==> config.mk <==
export PLATFORM = sky130hd
export DESIGN_NAME = manchester_framer
export DESIGN_NICKNAME = d
export VERILOG_FILES = /design/src/rtl/manchester_framer.sv
export SDC_FILE = /design/constraint.sdc
export NUM_CORES = 1
export LEC_CHECK = 0
export ABC_AREA = 1
export BUFFER_PORTS_ARGS = -buffer_cell sky130_fd_sc_hd__buf_2
export CORE_MARGIN = 10
export CORE_UTILIZATION = 30
export CTS_CLUSTER_DIAMETER = 100
export DETAILED_ROUTE_END_ITERATION = 8
export SYNTH_ARGS = -nofsm -noshare
export SYNTH_HDL_FRONTEND = slang
export SYNTH_SLANG_ARGS = --single-unit
==> constraint.sdc <==
create_clock -name aclk -period 1.55 [get_ports aclk]
set_input_delay 0.0775 -clock aclk [delete_from_list [all_inputs] [get_ports aclk]]
set_output_delay 0.0775 -clock aclk [all_outputs]
set_load 0.05 [all_outputs]
==> src/rtl/manchester_framer.sv <==
// Frame builder: wraps each escaped payload frame in a preamble and an SFD, with one registered output slot.
// Optional inter-frame gap state is built only when MANCHESTER_FRAMER_GAP_EN is defined.
module manchester_framer #(
   parameter int                    DATA_WIDTH      = 8,
   parameter int                    PREAMBLE_LEN    = 7,
   parameter logic [DATA_WIDTH-1:0] PREAMBLE_SYMBOL = 8'h55,
   parameter logic [DATA_WIDTH-1:0] SFD_SYMBOL      = 8'hD5,
   parameter int                    IFG_LEN         = 12
) (
   input  logic                  aclk,
   input  logic                  aresetn,
   input  logic [DATA_WIDTH-1:0] s_axis_tdata,
   input  logic                  s_axis_tvalid,
   output logic                  s_axis_tready,
   input  logic                  s_axis_tlast,
   output logic [DATA_WIDTH-1:0] m_axis_tdata,
   output logic                  m_axis_tvalid,
   input  logic                  m_axis_tready,
   output logic                  m_axis_tlast,
   output logic                  busy
);

   localparam logic [2:0] IDLE     = 3'd0;
   localparam logic [2:0] PREAMBLE = 3'd1;
   localparam logic [2:0] SFD      = 3'd2;
   localparam logic [2:0] PAYLOAD  = 3'd3;
`ifdef MANCHESTER_FRAMER_GAP_EN
   localparam logic [2:0] GAP      = 3'd4;
`endif

   localparam int CNT_MAX = (PREAMBLE_LEN > IFG_LEN) ? PREAMBLE_LEN : IFG_LEN;
   localparam int CNT_W   = $clog2(CNT_MAX + 1);
   localparam logic [CNT_W-1:0] PRE_LAST = CNT_W'(PREAMBLE_LEN - 1);

   logic [2:0]            state_reg, state_next;
   logic [CNT_W-1:0]      pre_cnt_reg, pre_cnt_next;
   logic [DATA_WIDTH-1:0] tdata_reg, tdata_next;
   logic                  tvalid_reg, tvalid_next;
   logic                  tlast_reg, tlast_next;
   logic                  slot_free;
   logic                  do_start;
`ifdef MANCHESTER_FRAMER_GAP_EN
   localparam logic [CNT_W-1:0] IFG_LAST = CNT_W'(IFG_LEN - 1);
   logic [CNT_W-1:0]      gap_cnt_reg, gap_cnt_next;
`endif

   assign slot_free     = !tvalid_reg || m_axis_tready;
   assign s_axis_tready = (state_reg == PAYLOAD) && slot_free;
   assign busy          = (state_reg != IDLE);
   assign m_axis_tdata  = tdata_reg;
   assign m_axis_tvalid = tvalid_reg;
   assign m_axis_tlast  = tlast_reg;

   always_comb begin
      state_next   = state_reg;
      pre_cnt_next = pre_cnt_reg;
      tdata_next   = tdata_reg;
      tvalid_next  = tvalid_reg;
      tlast_next   = tlast_reg;
      do_start     = 1'b0;
`ifdef MANCHESTER_FRAMER_GAP_EN
      gap_cnt_next = gap_cnt_reg;
`endif
      // A drained slot goes empty unless something below reloads it this cycle.
      if (slot_free)
         tvalid_next = 1'b0;

      case (state_reg)
         IDLE: begin
            if (s_axis_tvalid && slot_free)
               do_start = 1'b1;
         end
         PREAMBLE: begin
            if (slot_free) begin
               tdata_next   = PREAMBLE_SYMBOL;
               tvalid_next  = 1'b1;
               tlast_next   = 1'b0;
               pre_cnt_next = pre_cnt_reg + 1'b1;
               if (pre_cnt_reg == PRE_LAST)
                  state_next = SFD;
            end
         end
         SFD: begin
            if (slot_free) begin
               tdata_next  = SFD_SYMBOL;
               tvalid_next = 1'b1;
               tlast_next  = 1'b0;
               state_next  = PAYLOAD;
            end
         end
         PAYLOAD: begin
            if (s_axis_tvalid && slot_free) begin
               tdata_next  = s_axis_tdata;
               tvalid_next = 1'b1;
               tlast_next  = s_axis_tlast;
               if (s_axis_tlast) begin
`ifdef MANCHESTER_FRAMER_GAP_EN
                  state_next   = GAP;
                  gap_cnt_next = '0;
`else
                  state_next   = IDLE;
`endif
               end
            end
         end
`ifdef MANCHESTER_FRAMER_GAP_EN
         GAP: begin
            // Gap cycles count only once the last beat has left the slot; the final
            // gap cycle may already load the next preamble so the gap is exactly IFG_LEN.
            if (!tvalid_reg) begin
               if (gap_cnt_reg == IFG_LAST) begin
                  if (s_axis_tvalid)
                     do_start = 1'b1;
                  else
                     state_next = IDLE;
               end else begin
                  gap_cnt_next = gap_cnt_reg + 1'b1;
               end
            end
         end
`endif
         default: state_next = IDLE;
      endcase

      if (do_start) begin
         tdata_next   = PREAMBLE_SYMBOL;
         tvalid_next  = 1'b1;
         tlast_next   = 1'b0;
         pre_cnt_next = CNT_W'(1);
         state_next   = (PREAMBLE_LEN == 1) ? SFD : PREAMBLE;
      end
   end

   always_ff @(posedge aclk or negedge aresetn) begin
      if (!aresetn) begin
         state_reg   <= IDLE;
         pre_cnt_reg <= '0;
         tdata_reg   <= '0;
         tvalid_reg  <= 1'b0;
         tlast_reg   <= 1'b0;
`ifdef MANCHESTER_FRAMER_GAP_EN
         gap_cnt_reg <= '0;
`endif
      end else begin
         state_reg   <= state_next;
         pre_cnt_reg <= pre_cnt_next;
         tdata_reg   <= tdata_next;
         tvalid_reg  <= tvalid_next;
         tlast_reg   <= tlast_next;
`ifdef MANCHESTER_FRAMER_GAP_EN
         gap_cnt_reg <= gap_cnt_next;
`endif
      end
   end

endmodule

==> results of run 1 <==
-- metrics by stage --
step,setup TNS [ns],hold WS (ns),cells,instance area (sq um)
3_5_place_dp,0,0.0174,205,1230
5_1_grt,-0.0311,0.123,214,1340
3_3_place_gp,0,0.0121,205,1230
2_1_floorplan,0,-0.218,134,1050
4_1_cts,-0.000181,0.102,210,1280
6_report,0,0.100,214,1340
-- power groups by stage --
stage / Sequential, mW / Combinational, mW / Clock (mW)
after floorplan: 1.01 / 1.01 / 0
after global placement: 0.700 / 1.62 / 0
after detailed placement: 0.709 / 1.64 / 0
after CTS: 0.701 / 1.66 / 0.292
after global routing: 0.729 / 2.04 / 0.320
final: 0.707 / 1.83 / 0.291
-- final timing paths --
path	startpoint	endpoint	slack, ns	cells past startpoint
worst min-delay path	s_axis_tdata[6]	m_axis_tdata[6]$_DFFE_PN0P_	0.10	5
worst max register to register	state_reg[0]$_DFFE_PN0P_	m_axis_tdata[1]$_DFFE_PN0P_	0.08	6
max in group asynchronous	aresetn	state_reg[1]$_DFFE_PN0P_	1.05	2
min in group asynchronous	aresetn	state_reg[0]$_DFFE_PN0P_	0.22	2
worst min register to register	m_axis_tdata[7]$_DFFE_PN0P_	m_axis_tdata[7]$_DFFE_PN0P_	0.48	2
worst max-delay path	state_reg[1]$_DFFE_PN0P_	s_axis_tready	0.04	4
-- routing by layer --
metal | track usage | part of all wire
met2 | 0.150 | 0.52
met4 | 0.0323 | 0.010
met1 | 0.0866 | 0.42
met5 | 0 | 0
met3 | 0.0248 | 0.041
-- worst min-delay path: cells and delay by family --
kind          cells  cell delay [ns]
simple gates      4             0.21
buf+inv           1             0.07
-- kinds of logic after synthesis --
logic type               Yosys count  share of synthesized area
buffers and inverters             20                     0.0931
flip-flops                        16                      0.382
AND/OR/NAND/NOR                   82                      0.374
AO/OA/AOI/OAI                      8                     0.0561
adder cells (fa/ha/maj)            8                     0.0955
-- synthesized netlist by cell type --
master	n
sky130_fd_sc_hd__o211ai_1	1
sky130_fd_sc_hd__buf_6	3
sky130_fd_sc_hd__nand2_4	2
sky130_fd_sc_hd__nand2_1	52
sky130_fd_sc_hd__a21oi_1	4
sky130_fd_sc_hd__nand2_2	1
sky130_fd_sc_hd__nand3_1	10
sky130_fd_sc_hd__inv_1	14
sky130_fd_sc_hd__nor2_1	5
sky130_fd_sc_hd__nor2_2	1
sky130_fd_sc_hd__o21ai_0	1
sky130_fd_sc_hd__o211a_1	1
sky130_fd_sc_hd__dfrtp_1	16
sky130_fd_sc_hd__nand3_4	2
sky130_fd_sc_hd__clkinv_1	1
sky130_fd_sc_hd__ha_1	8
sky130_fd_sc_hd__nand3b_1	5
sky130_fd_sc_hd__nor3_1	4
sky130_fd_sc_hd__a21oi_4	1
sky130_fd_sc_hd__inv_2	2
-- cell type report --
cell class                 instances  area [sq um]  share of cell area
multi-input combinational         98           581               0.434
inverter                          17          63.8              0.0477
clock buffer                       4          36.3              0.0271
tap                               46          57.6              0.0430
sequential                        16           403               0.301
timing repair buffer              33           196               0.147
-- repair_timing --
item / 4_1_cts / 5_1_grt
hold buffers: 1 / 0
gates resized for setup: 3 / 9
buffers inserted: 0 / 4
pin swaps: 0 / 3
endpoints found under the hold margin: 16 / 0
setup endpoints to repair: 8 / 13
==> results.md, run 1 <==
Critical path:
- The path type of the worst setup path is reg2out.
- The largest driver fanout on the critical path is 7.
- The signal on the critical path passes through ha_2, inv_2, a21oi_2, buf_4.
- STA classifies the critical path startpoint as a flop.
- The endpoint kind of the worst setup timing path is a primary output.
- The highest-delay cell along the critical path is sky130_fd_sc_hd__dfrtp_2.
- Grouping stages by cell kind, the critical path spends the most delay in flip-flops.
- The worst path buffer plus inverter count is 2.
- On the worst path, the slowest cell contributes a delay of 0.43 ns.
- The required time reported for the critical path endpoint is around 1.5 ns.
- At the worst endpoint, the arrival time is around 1.4 ns.

Timing:
- The worst clock skew is 0.00197 ns.
- The worst slew slack as a fraction of its limit is 0.758.
- The final max-slew violation count is 0.
- Subtracting the final worst setup slack from the clock period gives around 1.5 ns.
- The share of the clock period used by the worst path after layout is 0.977.
- Timing would allow up to between 600 and 700 MHz.
- The slack of the critical path is 0.0352 ns.
- The number of failing setup endpoints in the final timing report is 0.
- For the pin with the worst max-slew slack, the measured transition is roughly 0.36 ns.
- Setup repair after global routing could not meet its margin everywhere.
- The final hold violation count came to 0.

Placed design:
- The worst slack after detailed placement is 0.00475 ns.
- The count of buffers added on input and output ports is 24.
- The final HPWL from detailed placement is roughly 1900 um.
- The placer congestion estimate is 0.809.

Clock tree:
- The number of sinks handled by clock tree synthesis is 16.
- In this run the number of H-tree levels came out at 1.
- The clock latency at the later pin of the worst-skew pair is about 0.29 ns.
- TritonCTS built the clock tree.
- The CTS root buffer is sky130_fd_sc_hd__clkbuf_4.
- In this run, CTS created clock tree buffers numbering 3.
- Clock-pin slew was measured on the worst setup and hold paths at about 0.10 ns.
- The number of buffers on the longest clock path is 2.

Floorplan:
- The total I/O pin count is 25.
- The floorplan step defined a die boundary enclosing between 6000 and 7000 sq um.
- The floorplan die height is approximately 79 um.
- The floorplan row count is 21.
- The core box area is 3360 sq um.
- For this configuration, the core starts out at a cell density of 0.312.
- The die is between 70 and 80 um wide.

Route:
- The overall via count from detail_route is slightly above 900.
- The number of DRC markers after the initial detailed-route iteration is 28.
- Using the TritonRoute via totals, the vias-per-cell ratio works out to 4.35.
- For this run, design rule violations remaining after detail routing come to 0.
- The average wire per cell in the routed design is between 10 and 15 um.
- The final antenna-violating net count is 0.
- The total length of routed wires is 2450 um.
- For this run, the detailed router's first-pass iteration total came to 4.

Yosys:
- The number of register bits inferred by synthesis is 16.
- Of the post-synthesis cell area, the dominant cell type holds 0.382.
- The synthesized area per cell is 7.82 sq um.
- For this run, the register share of the synthesized area comes to 0.382.
- Synthesis produced a netlist with a net count of around 160.
- By area the synthesized netlist is led by sky130_fd_sc_hd__dfrtp_1, sky130_fd_sc_hd__nand2_1, sky130_fd_sc_hd__ha_1, sky130_fd_sc_hd__inv_1, sky130_fd_sc_hd__nand3_1.
- In this run, distinct cell masters in the synthesized netlist total 20.
- The mapped netlist covers 1050 sq um.
- Synthesis produced a netlist whose cell count is 134.
- The biggest area contributor in the post-synthesis netlist is sky130_fd_sc_hd__dfrtp_1.
- Yosys printed 0 warnings.

Global route:
- Entering global routing, the biggest net connects 17 pins.
- The via count of the first global-routing pass is 999.
- The total overflow left after global routing is 0.
- For this run, the total global-route usage over all layers was measured as 0.0825.
- The first global-routing pass estimated between 4000 and 5000 um of wire.
- The initial antenna violation count is 0.

Pwr:
- The part of the total power dissipated in the clock network is 0.103.
- The switching share of power is 0.520.
- The sequential cell fraction of total power is 0.250.
- The design draws 2.82 mW.
- The design internal power is 1.36 mW.
- The switching power is about 1.5 mW.
- IR analysis of the VDD net gives a maximum drop of between 0.9 and 1 mV.
- The leakage power total is 0.737 nW.
- In this run the power density over the cells is 2110 nW/um^2.
- The combinational share of power is 0.647.

Layout:
- The net count reported at finish is 190.
- The repair_antennas step left the layout with diodes totalling 0.
- In the layout the commonest cells are sky130_fd_sc_hd__nand2_1, sky130_fd_sc_hd__buf_2, sky130_fd_sc_hd__dfrtp_1.
- Compared with the post-synthesis result, the final layout area differs by 27.6%.
- Of the cells placed in the final design, the portion with a size suffix greater than 1 is 0.321.
- The library cell used most frequently in the layout, excluding fill and tap cells, is sky130_fd_sc_hd__nand2_1.
- The filler cells instantiated in the layout total 386.
- Once layout is complete, the utilization of the core stands at 0.398.
- The flip-flop count of the largest register after layout is 8.

Run status:
- The run finished with clean final reports.

Flow run:
- Max-cap violations in this run came to 0.

Min path:
- The worst min-delay path class is in2reg.
Note: power is estimated with default switching activity, not from simulation.
==> run 2, diff against run 1 <==
Settings changed: CELL_PAD_IN_SITES_DETAIL_PLACEMENT set to 0, CELL_PAD_IN_SITES_GLOBAL_PLACEMENT set to 1, PLACE_DENSITY_LB_ADDON set to 0.1.
==> run 2 against run 1 <==
  * Total power grew 1.2%
  * Fmax grew 2.7%
  * Die area is the same
  * Highest routed layer unchanged
  * Flip-flop and latch count is the same
  * Clock skew grew 0.0038 ns
  * Register-to-register slack gained 0.02 ns
  * Via count grew 0.32%
  * Wire length grew 8.7%
  * Cell count grew 1.4%
==> results.md, run 2 (synthesis results as in run 1) <==
Timing:
- The setup TNS is 0 ns (unchanged).
- The number of failing setup endpoints in the final timing report is 0 (unchanged).
- The final hold violation count is 0 (unchanged).
- The share of the clock period used by the worst path after layout is 0.951 (was 0.977).
- The slack of the critical path was 0.0756 ns (was 0.0352 ns).
- The worst slew slack as a fraction of its limit came to 0.740 (was 0.758).
- The final-layout worst hold slack is 0.104 ns (was 0.100 ns).
- Setup repair after global routing missed its margin: false (was true).
- The worst-margin pin slew is 0.390 ns (was 0.363 ns).
- The worst clock skew is 0.00578 ns (was 0.00197 ns).
- The time the final worst path needs with I/O delays and setup came to 1.47 ns (was 1.51 ns).
- The top achievable clock speed is 678 MHz (was 660 MHz).
- The final max-slew violation count came to 0 (unchanged).

Critical path:
- The largest driver fanout on the critical path was 4 (was 7).
- The kind of launch point of the worst setup path was a flop (unchanged).
- The critical path data arrival time is 1.40 ns (was 1.44 ns).
- Chain of cells forming the critical path: buf_4, ha_2, inv_2, a21oi_2, buf_4 (was ha_2, inv_2, a21oi_2, buf_4).
- The most numerous cell type found on the critical path is sky130_fd_sc_hd__buf_4.
- The minimum setup slack among reg-to-reg paths is 0.10 ns (was 0.08 ns).
- The worst path buffer plus inverter count was 3 (was 2).
- The required time reported for the critical path endpoint is 1.47 ns (about the same).
- The endpoint kind of the worst setup timing path is a primary output (unchanged).
- The reg-to-reg critical path startpoint is state_reg[1]$_DFFE_PN0P_ (was state_reg[0]$_DFFE_PN0P_).
- The critical register-to-register path endpoint is state_reg[0]$_DFFE_PN0P_ (was m_axis_tdata[1]$_DFFE_PN0P_).
- The path type of the worst setup path is reg2out (unchanged).
- The highest-delay cell along the critical path is sky130_fd_sc_hd__dfrtp_1 (was sky130_fd_sc_hd__dfrtp_2).
- The worst stage delay on the critical path is 0.37 ns (was 0.43 ns).
- The worst-case reg-to-reg path depth is 8 (was 6).
- The kind of cell with the highest combined delay on the critical path is buffers and inverters (was flip-flops).

Route:
- The count of unresolved DRC violations after routing is 0 (unchanged).
- The number of detailed-routing iterations run before antenna repair is 4 (unchanged).
- The overall via count from detail_route came to 933 (was 930).
- The number of DRC markers after the initial detailed-route iteration came to 15 (was 28).
- The total length of routed wires is 2670 um (was 2450 um).
- The average wire per cell in the routed design is 12.3 um (was 11.5 um).
- The via-per-instance ratio is 4.30 (was 4.35).
- The final antenna-violating net count came to 0 (unchanged).

Global route:
- The all-layer global routing usage is 0.0897 (was 0.0825).
- The final global-route overflow total is 0 (unchanged).
- The via count of the first global-routing pass is 970 (was 999).
- The wire length of the first global-routing pass is 4550 um (was 4240 um).
- The maximum number of pins on one net before global-route repair is 17 (unchanged).
- The initial antenna violation count is 0 (unchanged).

Floorplan:
- The total I/O pin count is 25 (unchanged).
- The initial cell density of the core is 0.312 (unchanged).
- The core box area is 3360 sq um (unchanged).
- The overall die width is 79.1 um (unchanged).
- The floorplan die height is 79.1 um (unchanged).
- The die area is 6260 sq um (unchanged).
- The floorplan row count was 21 (unchanged).

Layout:
- The fraction of the core area covered by cells at the end of the flow is 0.410 (was 0.398).
- The combined area of the multi-input logic cells came to 598 sq um (was 581 sq um).
- The leading cell type in the layout, fill and taps excluded was sky130_fd_sc_hd__nand2_1 (unchanged).
- The flip-flop count of the largest register after layout is 8 (unchanged).
- The number of diodes is 0 (unchanged).
- The final cell area excluding filler cells is 1380 sq um (was 1340 sq um).
- The sequential cell area is 400 sq um (was 403 sq um).
- The fraction of final layout cells sized beyond drive strength 1 is 0.327 (was 0.321).
- The final instance count without filler cells came to 217 (was 214).
- The layout filler cell count was 388 (was 386).
- Commonest non-fill, non-tap cells in the layout: sky130_fd_sc_hd__nand2_1, sky130_fd_sc_hd__buf_2, sky130_fd_sc_hd__dfrtp_1 (unchanged).
- The net count reported at finish was 193 (was 190).
- The synthesis-to-layout area growth is 31.5% (was 27.6%).

Pwr:
- The switching power was 1.50 mW (was 1.47 mW).
- The power density over the cells is 2070 nW/um^2 (was 2110 nW/um^2).
- The part of the total power dissipated in the clock network came to 0.105 (was 0.103).
- The switching share of power is 0.525 (was 0.520).
- The design internal power came to 1.36 mW (about the same).
- The combinational share of power is 0.657 (was 0.647).
- The maximum ir drop on the vdd rail is 0.534 mV (was 0.906 mV).
- The overall power was 2.86 mW (was 2.82 mW).
- The leakage power total is 0.757 nW (was 0.737 nW).
- The sequential cell fraction of total power is 0.238 (was 0.250).

Placed design:
- The count of placed standard cells including taps is 210 (was 205).
- The count of buffers from port buffering is 24 (unchanged).
- The worst slack after detailed placement was 0.0819 ns (was 0.00475 ns).
- The placement-stage cell area is 1260 sq um (was 1230 sq um).
- The final HPWL from detailed placement is 2070 um (was 1940 um).
- The placer congestion estimate is 0.771 (was 0.809).

Run status:
- Outcome: completed (unchanged).

Min path:
- The hold-critical path endpoint is m_axis_tdata[2]$_DFFE_PN0P_ (was m_axis_tdata[6]$_DFFE_PN0P_).
- The worst min-delay path class is in2reg (unchanged).
- The worst hold path stage count came to 5 (unchanged).
- The startpoint of the worst hold path is s_axis_tdata[2] (was s_axis_tdata[6]).

Clock tree:
- The clock latency at the later pin of the worst-skew pair is 0.30 ns (was 0.29 ns).
- The clock tree from TritonCTS is done (unchanged).
- The number of buffers on the longest clock path is 2 (unchanged).
- The number of buffers created by CTS was 3 (unchanged).
- The number of sinks handled by clock tree synthesis is 16 (unchanged).
- The CTS root buffer is sky130_fd_sc_hd__clkbuf_4 (unchanged).
- The clock-pin slew on the worst setup and hold paths was 0.11 ns (was 0.10 ns).
- The H-tree level count is 1 (unchanged).

Flow run:
- The max-cap violation count is 0 (unchanged).
-- run 2: cell types whose count changed in the layout (fill, tap and decap cells not counted), sizes merged --
cell,before,now
buf,32,35
-- run 2: power by group through the flow --
stage / clock [mW] / sequential (mW) / combinational (mW)
finish: 0.299 / 0.681 / 1.88
global route: 0.329 / 0.707 / 2.06
CTS: 0.309 / 0.682 / 1.76
detailed placement: 0 / 0.688 / 1.75
global placement: 0 / 0.690 / 1.74
floorplan: 0 / 1.01 / 1.01
-- run 2: how the worst max path moves through the flow --
stage	cells after the start	slack, ns	to	startpoint
2_1_floorplan	6	0.13	m_axis_tdata[1]$_DFFE_PN0P_	m_axis_tvalid$_DFF_PN0_
3_3_place_gp	7	0.09	m_axis_tdata[5]$_DFFE_PN0P_	state_reg[1]$_DFFE_PN0P_
3_5_place_dp	8	0.08	m_axis_tdata[7]$_DFFE_PN0P_	state_reg[0]$_DFFE_PN0P_
4_1_cts	5	0.04	s_axis_tready	state_reg[1]$_DFFE_PN0P_
5_1_grt	8	0.008	m_axis_tdata[5]$_DFFE_PN0P_	state_reg[1]$_DFFE_PN0P_
6_report	5	0.08	s_axis_tready	state_reg[1]$_DFFE_PN0P_
-- run 2: area by class of cell --
cell class | instances | share of cell area
Tap cell | 46 | 0.0417
Timing Repair Buffer | 36 | 0.162
Inverter | 17 | 0.0463
Clock buffer | 4 | 0.0263
Multi-Input combinational cell | 98 | 0.434
Sequential cell | 16 | 0.290
-- run 2: routing by layer --
| metal | GRT usage | up-vias | wire length, um |
|---|---|---|---|
| met4 | 0.0215 | 0 | 31 |
| met1 | 0.104 | 417 | 1220 |
| met5 | 0 | - | 0 |
| met3 | 0.0405 | 5 | 172 |
| li1 | - | 494 | - |
| met2 | 0.148 | 17 | 1250 |
-- run 2: tightest hold or removal path, stage by stage --
cell and delay, ns:
sky130_fd_sc_hd__buf_2 0.08, sky130_fd_sc_hd__nor3_1 0.04, sky130_fd_sc_hd__nand2_1 0.06, sky130_fd_sc_hd__nand3_1 0.07, sky130_fd_sc_hd__nand2_1 0.06
-- run 2: what timing repair did --
action | CTS | global route
hold endpoints to repair | 16 | 0
buffers inserted | 1 | 1
resized for setup | 1 | 12
pin swaps | 0 | 2
hold buffers | 1 | 0
endpoints found under the setup margin | 1 | 11
